**src/rtl/rggen_irq_status_sequencer.sv**
```systemverilog
// rggen_irq_status_sequencer: round-robin interrupt sequencer for a bank of set-mode w01c status fields
//   i_event/o_set         : event pulses registered into set strobes for the status fields
//   i_enable/i_status     : field enables and current field values
//   o_irq_valid/o_irq_id/i_irq_ack : one-at-a-time interrupt presentation handshake
//   o_in_service/o_busy   : acknowledged sources awaiting software clear, activity flag
module rggen_irq_status_sequencer #(
  parameter int N   = 8,
  parameter int IDW = (N > 1) ? $clog2(N) : 1
) (
  input  logic           clk,
  input  logic           rst,
  input  logic [N-1:0]   i_event,
  input  logic [N-1:0]   i_enable,
  input  logic [N-1:0]   i_status,
  output logic [N-1:0]   o_set,
  output logic           o_irq_valid,
  output logic [IDW-1:0] o_irq_id,
  input  logic           i_irq_ack,
  output logic [N-1:0]   o_in_service,
  output logic           o_busy
);
  typedef enum logic {IDLE, PRESENT} state_t;
  state_t         state, state_next;
  logic [IDW-1:0] rr_ptr, rr_next, sel, id_next;
  logic [N-1:0]   candidate, ack_bit;
  logic           found;
  assign candidate = i_status & i_enable & ~o_in_service;
  assign found     = |candidate;
  // Downward scans leave the lowest hit; the second scan overrides with the
  // lowest hit at or above rr_ptr, giving wrap-around round-robin order.
  always_comb begin
    sel = '0;
    for (int i = N - 1; i >= 0; i--) if (candidate[i]) sel = IDW'(i);
    for (int i = N - 1; i >= 0; i--) if (candidate[i] && IDW'(i) >= rr_ptr) sel = IDW'(i);
  end
  always_comb begin
    state_next = state;
    id_next    = o_irq_id;
    rr_next    = rr_ptr;
    ack_bit    = '0;
    if (state == IDLE) begin
      state_next = found ? PRESENT : IDLE;
      id_next    = found ? sel : o_irq_id;
    end else if (i_irq_ack) begin
      ack_bit[o_irq_id] = 1'b1;
      rr_next    = (o_irq_id == IDW'(N - 1)) ? '0 : o_irq_id + 1'b1;
      state_next = IDLE;
    end else if (!candidate[o_irq_id]) begin
      state_next = IDLE;
    end
  end
  always_ff @(posedge clk) begin
    if (rst) begin
      state        <= IDLE;
      o_set        <= '0;
      o_irq_id     <= '0;
      rr_ptr       <= '0;
      o_in_service <= '0;
    end else begin
      state        <= state_next;
      o_set        <= i_event;
      o_irq_id     <= id_next;
      rr_ptr       <= rr_next;
      // a cleared status bit wins over an ack landing in the same cycle
      o_in_service <= (o_in_service | ack_bit) & i_status;
    end
  end
  assign o_irq_valid = (state == PRESENT);
  assign o_busy      = (state != IDLE) | (|o_in_service);
endmodule

```
**config.mk**
```make
export PLATFORM = sky130hd
export DESIGN_NAME = rggen_irq_status_sequencer
export DESIGN_NICKNAME = d
export VERILOG_FILES = /design/src/rtl/rggen_irq_status_sequencer.sv
export SDC_FILE = /design/constraint.sdc
export NUM_CORES = 1
export LEC_CHECK = 0
export CAP_MARGIN = 5
export CORE_UTILIZATION = 30
export DETAILED_ROUTE_END_ITERATION = 10
export GPL_TIMING_DRIVEN = 0
export PLACE_DENSITY = 0.56
export SYNTH_ARGS = -nofsm -noshare
export SYNTH_HDL_FRONTEND = slang
export SYNTH_SLANG_ARGS = --single-unit
```
**constraint.sdc**
```tcl
create_clock -name clk -period 2 [get_ports clk]
set_clock_uncertainty 0.2 [all_clocks]
set_input_delay 0.5 -clock clk [delete_from_list [all_inputs] [get_ports clk]]
set_output_delay 0.5 -clock clk [all_outputs]
set_load 0.05 [all_outputs]
```
# After elaboration in Yosys (flattened, before gate mapping)
# Cells that the tools add are included.
# W data, S select, Z words.
# totals
regBits,23
out_inout_bits,21
# op_classes
add_sub_neg,1
n_lt_le_gt_ge,10
n_eq_ne,1
muxes,27
bitwise_logic,7
n_reduce_logical,13
# op_table
cell,n
$mux W3,17
$and A8 B8 Y8,3
$mux W8,2
$reduce_or A8 Y1,2
$ge A3 B3 Y1 const A,4
$logic_and A1 B1 Y1,9
$not A8 Y8,1
$or A8 B8 Y8,1
$ge A1 B3 Y1 const A,2
$ge A2 B3 Y1 const A,2
$mux W1,6
$lt A3 B4 Y1 const B,1
$reduce_and A2 Y1,2
$add A3 B1 Y3 const B,1
$bmux W1 S3,1
$demux W1 S3,1
$eq A3 B3 Y1 const B,1
$ge A3 B1 Y1 const B,1
$not A1 Y1,1
$or A1 B1 Y1,1

# Depth between registers and ports, before layout
# Gate-level depths: netlist (run 1).
# depth
depth_word,18
mapped_depth,6
depth_no_buf,5

# Worst setup path after synthesis (run 1)
# Ideal clock, no wire load.
# synth_path
kind,reg2reg
start,reg o_in_service[0]
end,reg o_irq_id[2]
setup_ps,70
t_arrival_ps,1786
slack_ps,-56
stages_incl_launch_ff,6
path_buffers,0
path_cell_list,dfxtp_1 nand3b_4 nand2_1 o311ai_0 or4b_1 a21oi_1
# synth_via
elab_chain_len,11
word_cells_on_any_way,14
classes_between,9 x mux; 2 x bitwise; 3 x reduce/logical
# synth_rtl
element,line,source
"start, declared",19,"output logic [N-1:0] o_in_service,"
"start signal, assigned",65,o_in_service <= (o_in_service | ack_bit) & i_status;
$not A8 Y8 (*),27,assign candidate = i_status & i_enable & ~o_in_service;
$and A8 B8 Y8 (*),27,
$mux W3,33,for (int i = N - 1; i >= 0; i--) if (candidate[i]) sel = IDW'(i);
$mux W3 (8 in a row),34,for (int i = N - 1; i >= 0; i--) if (candidate[i] && IDW'(i) >= rr_ptr) sel = IDW'(i);
"end signal, assigned",62,o_irq_id <= id_next;
"end, declared",17,"output logic [IDW-1:0] o_irq_id,"
# Every way passes the cells marked *; elsewhere a longest branch is shown, timed or not.
# A chain may end at the register's enable or synchronous reset.

# Final worst setup path (run 1)
# layout_path
start,in i_status[2]
end,reg o_irq_id[2]
# layout_via
elab_chain_len,13
word_cells_on_any_way,16
classes_between,11 x mux; 2 x bitwise; 3 x reduce/logical
# layout_rtl
element,line,source
"start, declared",14,"input logic [N-1:0] i_status,"
$and A8 B8 Y8 (*) (2 in a row),27,
$mux W3 (3 in a row),33,
$mux W3 (8 in a row),34,
# Marks and branches as above.

==> insert_results.sql, run 1 <==
INSERT INTO impl_metrics (metric_group, metric, value, unit) VALUES
('place', 'place.detailed.hpwl', '2767', 'µm'),
('clocking', 'cts_max_level', '1', ''),
('synthesis', 'syn-cell-area', '1287', 'µm²'),
('layout', 'post_layout_nonfiller_instances', '238', ''),
('synthesis', 'synth_enable_flop_cells', '0', ''),
('layout', 'seq_area', '464.2', 'µm²'),
('pwr', 'ir_drop', '225.1', 'µV'),
('floorplanning', 'core.rowCount', '23', ''),
('clocking', 'numClockSinks', '23', ''),
('setup_path', 'critPathMaxFanout', '6', ''),
('job', 'cap_viol_max_count', '0', ''),
('timing', 'final.min_clock_period', '1976', 'ps'),
('synthesis', 'synth-seq-cells', '23', ''),
('place', 'numPortBuffers', '47', ''),
('route', 'drc', '0', ''),
('floorplanning', 'die_width', '67.51', 'µm'),
('global_routing', 'number_of_antenna_violations_at_the_first_check_in_global_routing', '0', ''),
('route', 'viasPerCell', '5.202', ''),
('run_status', 'outcome', 'finished clean', ''),
('layout', 'layout_commonest_cell', 'sky130_fd_sc_hd__dlygate4sd2_1', ''),
('pwr', 'leakage', '0.8309', 'nW'),
('synthesis', 'synth.lib_cells_used.distinct', '40', ''),
('synthesis', 'simple_gate_portion_of_the_synthesized_area', '0.3654', ''),
('timing', 'setup_violations', '0', ''),
('layout', 'diodes', '0', ''),
('timing', 'timing.slew.headroom', '0.6686', ''),
('setup_path', 'wp_data_required', '2010', 'ps'),
('setup_path', 'worstSetupEndpointType', 'flop', ''),
('layout', 'multi_input_gate_area', '772.0', 'µm²'),
('floorplanning', 'die-area', '4558', 'µm²'),
('synthesis', 'ys_dominant_reg_cell', 'sky130_fd_sc_hd__dfxtp_1', ''),
('timing', 'hold_viol_final', '0', ''),
('layout', 'fill_cells', '410', ''),
('synthesis', 'ys_warn_count', '0', ''),
('route', 'drt-initial-drc-count', '66', ''),
('timing', 'final_min_period_over_clock_period', '0.9879', ''),
('route', 'num_vias', '1238', ''),
('clocking', 'clk_pin_slew_worst_paths', '90', 'ps'),
('clocking', 'clock-root-buffer', 'sky130_fd_sc_hd__clkbuf_8', ''),
('timing', 'rsz0062_at_grt', 'no', ''),
('clocking', 'holdBufCountCts', '0', ''),
('route', 'route.final.wire_length', '3608', 'µm'),
('global_routing', 'globalRouteOverflowTotal', '0', ''),
('floorplanning', 'boundaryPins', '48', ''),
('global_routing', 'grt_start_max_net_pins', '14', ''),
('layout', 'finish.net_count', '218', ''),
('layout', 'share_of_final_layout_standard_cells_stronger_than_drive_strength_1', '0.1596', ''),
('place', 'place_inst', '229', ''),
('clocking', 'tritoncts', 'built', ''),
('synthesis', 'main_combinational_cell_family_by_area_after_synthesis', 'simple AND/OR/NAND/NOR gates', ''),
('synthesis', 'syn-instance-count', '132', ''),
('clocking', 'clock_insertion_delay_worst_skew', '270', 'ps'),
('route', 'drt.antenna.violating_nets', '0', ''),
('timing', 'post_route_worst_hold_slack', '339.9', 'ps'),
('synthesis', 'synth_adder_area_share', '0.01944', ''),
('clocking', 'clock_tree_buf_depth', '2', ''),
('synthesis', 'async_flop_share', '0', ''),
('synthesis', 'syn_nets', '161', ''),
('timing', 'timing_worst_slew_pin_value', '499.1', 'ps'),
('synthesis', 'synthMuxAreaShare', '0.04568', ''),
('pwr', 'total_power_divided_by_cell_area', '606.0', 'nW/µm²'),
('route', 'first_pass_iters', '4', ''),
('timing', 'setup_tns', '0', 'ps'),
('min_path', 'holdCritPathClass', 'flop to flop', ''),
('layout', 'syn_to_final_growth', '45.48', '%'),
('setup_path', 'ws_path_type', 'input pin to flop', ''),
('synthesis', 'synth-compound-area-share', '0.1642', ''),
('synthesis', 'synthesis.area_per_instance', '9.754', 'µm²'),
('setup_path', 'cp_data_arrival_time', '1980', 'ps'),
('place', 'final_weighted_congestion_in_routability_driven_placement', '0.8891', ''),
('floorplanning', 'initial_core_util', '0.3173', '');
-- repair_timing --
action / CTS / global route
resized for setup: 43 / 6
pin swaps: 8 / 1
buffers inserted: 5 / 0
endpoints found under the setup margin: 24 / 2
-- report_power, final --
| group | switching [mW] | total (mW) | leakage, nW | internal, mW |
|---|---|---|---|---|
| registers | 0.0207 | 0.501 | 0.190 | 0.480 |
| clock network | 0.157 | 0.296 | 0.0255 | 0.139 |
| logic | 0.192 | 0.338 | 0.615 | 0.146 |
-- through the flow --
stage | utilization | setup slack [ps] | cell area (µm²)
2_1_floorplan | - | -35.55 | 1291
4_1_cts | 0.4607 | -160.6 | 1869
3_3_place_gp | 0.4496 | -528.0 | 1824
3_5_place_dp | 0.4496 | -519.7 | 1824
6_report | 0.4616 | 24.23 | 1873
5_1_grt | 0.4616 | 0.1735 | 1873
-- sequential cells by signal (all words and copies together) (netlist names) --
register / cells
o_in_service: 8
o_irq_id: 3
o_set: 8
o_irq_valid: 1
rr_ptr: 3
-- routing by layer --
layer | share of wire | vias up | wire length, µm | GRT usage
met1 | 0.46 | 593 | 1646 | 0.2232
met3 | 0.036 | 5 | 129 | 0.02872
met4 | 0.012 | 0 | 42 | 0.06117
met2 | 0.50 | 36 | 1789 | 0.2859
li1 | - | 604 | - | -
met5 | 0 | - | 0 | 0
-- synth_stat cells (2+ instances only) --
cell type / count / area share
sky130_fd_sc_hd__a311oi_1: 2 / 0.014
sky130_fd_sc_hd__ha_1: 2 / 0.019
sky130_fd_sc_hd__nand3_1: 3 / 0.012
sky130_fd_sc_hd__dfxtp_1: 23 / 0.36
sky130_fd_sc_hd__nand3b_4: 5 / 0.078
sky130_fd_sc_hd__a21oi_1: 13 / 0.051
sky130_fd_sc_hd__nand2_1: 8 / 0.023
sky130_fd_sc_hd__nand3b_1: 6 / 0.035
sky130_fd_sc_hd__nor2_1: 8 / 0.023
sky130_fd_sc_hd__nor4_1: 2 / 0.0097
sky130_fd_sc_hd__a31oi_1: 2 / 0.0097
sky130_fd_sc_hd__o21ai_0: 5 / 0.019
sky130_fd_sc_hd__clkbuf_8: 2 / 0.021
sky130_fd_sc_hd__o2bb2ai_1: 2 / 0.014
sky130_fd_sc_hd__nor3_1: 2 / 0.0078
sky130_fd_sc_hd__nor3b_1: 10 / 0.058
sky130_fd_sc_hd__nor2b_1: 10 / 0.049
sky130_fd_sc_hd__and3b_1: 3 / 0.020
sky130_fd_sc_hd__clkbuf_1: 2 / 0.0058
sky130_fd_sc_hd__inv_1: 2 / 0.0058
-- kinds of logic (layout without fill, tap and decap cells) --
logic type,count (synthesis),count (layout)
AO/OA/AOI/OAI,32,32
adder cells (fa/ha/maj),2,2
buffers and inverters,8,64
flip-flops,23,23
multiplexers,3,3
AND/OR/NAND/NOR,64,64
-- final cells by class --
class	instances	area share
Buffer	6	0.02872
Clock buffer	3	0.02204
Tap cell	50	0.03340
Inverter	2	0.004008
Multi-Input combinational cell	101	0.4122
Sequential cell	23	0.2478
Timing Repair Buffer	52	0.2492
Clock inverter	1	0.002672
-- worst max-delay path, cell delays in order --
cell	delay (ps)
sky130_fd_sc_hd__dlygate4sd2_1	270
sky130_fd_sc_hd__nand3b_4	130
sky130_fd_sc_hd__and4_4	190
sky130_fd_sc_hd__a31o_4	230
sky130_fd_sc_hd__or4b_1	510
sky130_fd_sc_hd__a21oi_1	140
-- path summary, 6_finish.rpt --
check / start / end / slack (ps) / depth (start not counted)
worst max-delay path: i_status[2] / o_irq_id[2] / 20 / 6
worst min-delay path: o_in_service[0] / o_in_service[0] / 340 / 2
worst max register to register: o_in_service[5] / o_irq_id[2] / 100 / 5
worst min register to register: o_in_service[0] / o_in_service[0] / 340 / 2
No activity file was read; power rests on OpenSTA's default activity.
==> run 2, diff against run 1 <==
- CORE_ASPECT_RATIO: default -> 0.75
- CORE_UTILIZATION: 30 -> 44
- PLACE_DENSITY: 0.56 -> 0.78
==> run 2 against run 1 <==
Wire length decreased by 1.1%. Register-to-register slack got worse by 30 ps. Critical endpoint unchanged. Critical path type unchanged. First-iteration DRC count increased to 2.7 times the previous value. Fmax grew 0.73%.
==> insert_results.sql, run 2 (same netlist as run 1, synthesis figures left out) <==
INSERT INTO impl_metrics (metric_group, metric, value, unit) VALUES
('run_status', 'outcome', 'finished clean', ''),
('pwr', 'net-switching-power', '384.1', 'µW'),
('pwr', 'power.internal', '770.2', 'µW'),
('route', 'viasPerCell', '5.637', ''),
('layout', 'syn_to_final_growth', '46.55', '%'),
('layout', 'layout_commonest_cell', 'sky130_fd_sc_hd__dlygate4sd2_1', ''),
('route', 'drt.antenna.violating_nets', '0', ''),
('route', 'drt-initial-drc-count', '179', ''),
('clocking', 'clk_pin_slew_worst_paths', '90', 'ps'),
('clocking', 'holdBufCountCts', '0', ''),
('setup_path', 'critPathMaxFanout', '6', ''),
('timing', 'final.min_clock_period', '1961', 'ps'),
('setup_path', 'worstSetupEndpointType', 'flop', ''),
('timing', 'fin_ws', '38.61', 'ps'),
('global_routing', 'grt_pass1_vias', '1196', ''),
('setup_path', 'rrSetupSlack', '70', 'ps'),
('timing', 'hold_viol_final', '0', ''),
('clocking', 'clock-root-buffer', 'sky130_fd_sc_hd__clkbuf_8', ''),
('layout', 'finish.net_count', '220', ''),
('job', 'cap_viol_max_count', '0', ''),
('pwr', 'power.share.combinational', '0.302', ''),
('place', 'place.detailed.hpwl', '2574', 'µm'),
('setup_path', 'cpPeakStageDelay', '540', 'ps'),
('route', 'drc', '0', ''),
('route', 'num_vias', '1274', ''),
('setup_path', 'worstPathCellList', 'clkdlybuf4s15_1, nand3b_4, and4_4, a31o_4, or4b_4, a21oi_2', ''),
('min_path', 'holdCritPathClass', 'input pin to flop', ''),
('setup_path', 'cp_launch_type', 'input pin', ''),
('timing', 'timing_worst_slew_pin_value', '499.2', 'ps'),
('floorplanning', 'die_height', '48.85', 'µm'),
('timing', 'timing.slew.headroom', '0.6667', ''),
('timing', 'final_min_period_over_clock_period', '0.9807', ''),
('pwr', 'power_frac_clock', '0.264', ''),
('place', 'final_weighted_congestion_in_routability_driven_placement', '0.8331', ''),
('layout', 'fill_cells', '231', ''),
('place', 'placement.setup.worst_slack', '-574.8', 'ps'),
('layout', 'mostFrequentLayoutCells', 'sky130_fd_sc_hd__dlygate4sd2_1 (27), sky130_fd_sc_hd__dfxtp_1 (18), sky130_fd_sc_hd__a21oi_1 (12)', ''),
('layout', 'diodes', '0', ''),
('floorplanning', 'die_width', '64.46', 'µm'),
('timing', 'fmax', '509.8', 'MHz'),
('timing', 'setup_tns', '0', 'ps'),
('setup_path', 'wp_data_required', '2010', 'ps'),
('global_routing', 'globalRouteOverflowTotal', '0', ''),
('setup_path', 'cp_data_arrival_time', '1970', 'ps'),
('clocking', 'numClockSinks', '23', ''),
('place', 'numPortBuffers', '47', ''),
('pwr', 'ir_drop', '514.0', 'µV'),
('timing', 'rsz0062_at_grt', 'yes', ''),
('route', 'first_pass_iters', '5', ''),
('layout', 'share_of_final_layout_standard_cells_stronger_than_drive_strength_1', '0.2053', ''),
('min_path', 'min_to', 'o_in_service[5]', ''),
('pwr', 'swShare', '0.3328', ''),
('clocking', 'clock_insertion_delay_worst_skew', '270', 'ps'),
('floorplanning', 'initial_core_util', '0.4799', ''),
('global_routing', 'grt_start_max_net_pins', '15', ''),
('layout', 'multi_input_gate_area', '789.5', 'µm²'),
('clocking', 'cts-buffers-inserted', '3', ''),
('route', 'route.final.wire_length', '3568', 'µm'),
('layout', 'top_regs', 'o_in_service: 8 flops, o_set: 8 flops', ''),
('global_routing', 'grt_first_pass_wirelength', '5802', 'µm'),
('min_path', 'hold_path.startpoint', 'i_status[5]', ''),
('floorplanning', 'core.rowCount', '16', ''),
('layout', 'seq_area', '466.7', 'µm²'),
('timing', 'slew_violations', '0', ''),
('clocking', 'cts_max_level', '1', ''),
('setup_path', 'r2r_start', 'o_in_service[5]', ''),
('pwr', 'total_power_divided_by_cell_area', '611.8', 'nW/µm²'),
('pwr', 'pwr-share-seq', '0.434', ''),
('setup_path', 'ws_path_type', 'input pin to flop', ''),
('floorplanning', 'core-area', '2683', 'µm²'),
('global_routing', 'global_route.usage.total', '0.2445', ''),
('route', 'routed_wire_length_per_instance', '15.79', 'µm'),
('timing', 'setup_violations', '0', ''),
('setup_path', 'worst_r2r_endpoint', 'o_irq_id[2]', ''),
('min_path', 'worstHoldPathCells', '2', ''),
('setup_path', 'reg2regPathDepth', '5', ''),
('setup_path', 'cp_slowest_cell', 'sky130_fd_sc_hd__or4b_4', ''),
('floorplanning', 'die-area', '3149', 'µm²'),
('global_routing', 'number_of_antenna_violations_at_the_first_check_in_global_routing', '0', ''),
('pwr', 'leakage', '0.8536', 'nW'),
('clocking', 'tritoncts', 'built', ''),
('clocking', 'clock_tree_buf_depth', '2', ''),
('floorplanning', 'boundaryPins', '48', '');
==> run 2: through the flow <==
step                      power, mW    util  hold WS [ps]  instance area, µm²  cells
after floorplan              0.7223       -         348.9                1291    132
after global placement       0.8535  0.6735         317.6                1807    215
after detailed placement     0.8611  0.6735         333.2                1807    215
after CTS                     1.156  0.7006         346.9                1879    226
after global routing          1.205  0.7034         327.4                1887    226
final                         1.154  0.7034         324.6                1887    226
==> run 2: layout make-up <==
cell class,instances,share of cell area
inverter,2,0.003979
multi-input combinational,101,0.4184
sequential,23,0.2473
clock inverter,1,0.003979
timing repair buffer,54,0.2520
clock buffer,3,0.02188
tap,36,0.02387
buffer,6,0.02851
==> run 2: worst max-delay path by stage <==
stage	startpoint	endpoint	slack, ps	depth (start not counted)
floorplan	o_irq_id[2]	o_irq_valid	-40	5
global placement	i_status[5]	o_irq_id[2]	-520	6
detailed placement	i_status[5]	o_irq_id[2]	-570	6
CTS	o_in_service[5]	o_busy	-220	3
global route	i_enable[5]	o_irq_id[2]	7	6
finish	i_enable[2]	o_irq_id[2]	40	6
==> run 2: critical path, delay by kind of cell <==
family / cells / cell delay [ps]
simple gates: 3 / 860
compound gates: 2 / 360
buf+inv: 1 / 250
==> run 2: routing by layer <==
metal	global-route usage	routed length, µm	up-vias
li1	-	-	606
met4	0.05556	43	0
met1	0.3471	1581	597
met3	0.07009	291	8
met2	0.3667	1651	63
met5	0	0	-
==> run 2: timing repair <==
action	CTS	global route
pin swaps	7	4
setup buffers	7	0
setup endpoints to repair	25	8
resized for setup	41	19
==> run 2: power groups by stage <==
| stage | sequential [mW] | clock, mW | combinational (mW) |
|---|---|---|---|
| global route | 0.505 | 0.330 | 0.371 |
| floorplan | 0.574 | 0 | 0.148 |
| global placement | 0.511 | 0 | 0.342 |
| CTS | 0.500 | 0.312 | 0.344 |
| finish | 0.501 | 0.304 | 0.348 |
| detailed placement | 0.512 | 0 | 0.349 |
==> run 3, diff against run 2 <==
- GPL_ROUTABILITY_DRIVEN: default -> 0
==> results of run 3 <==
Same layout as run 2: the final DEF is identical, and so are final timing and power.
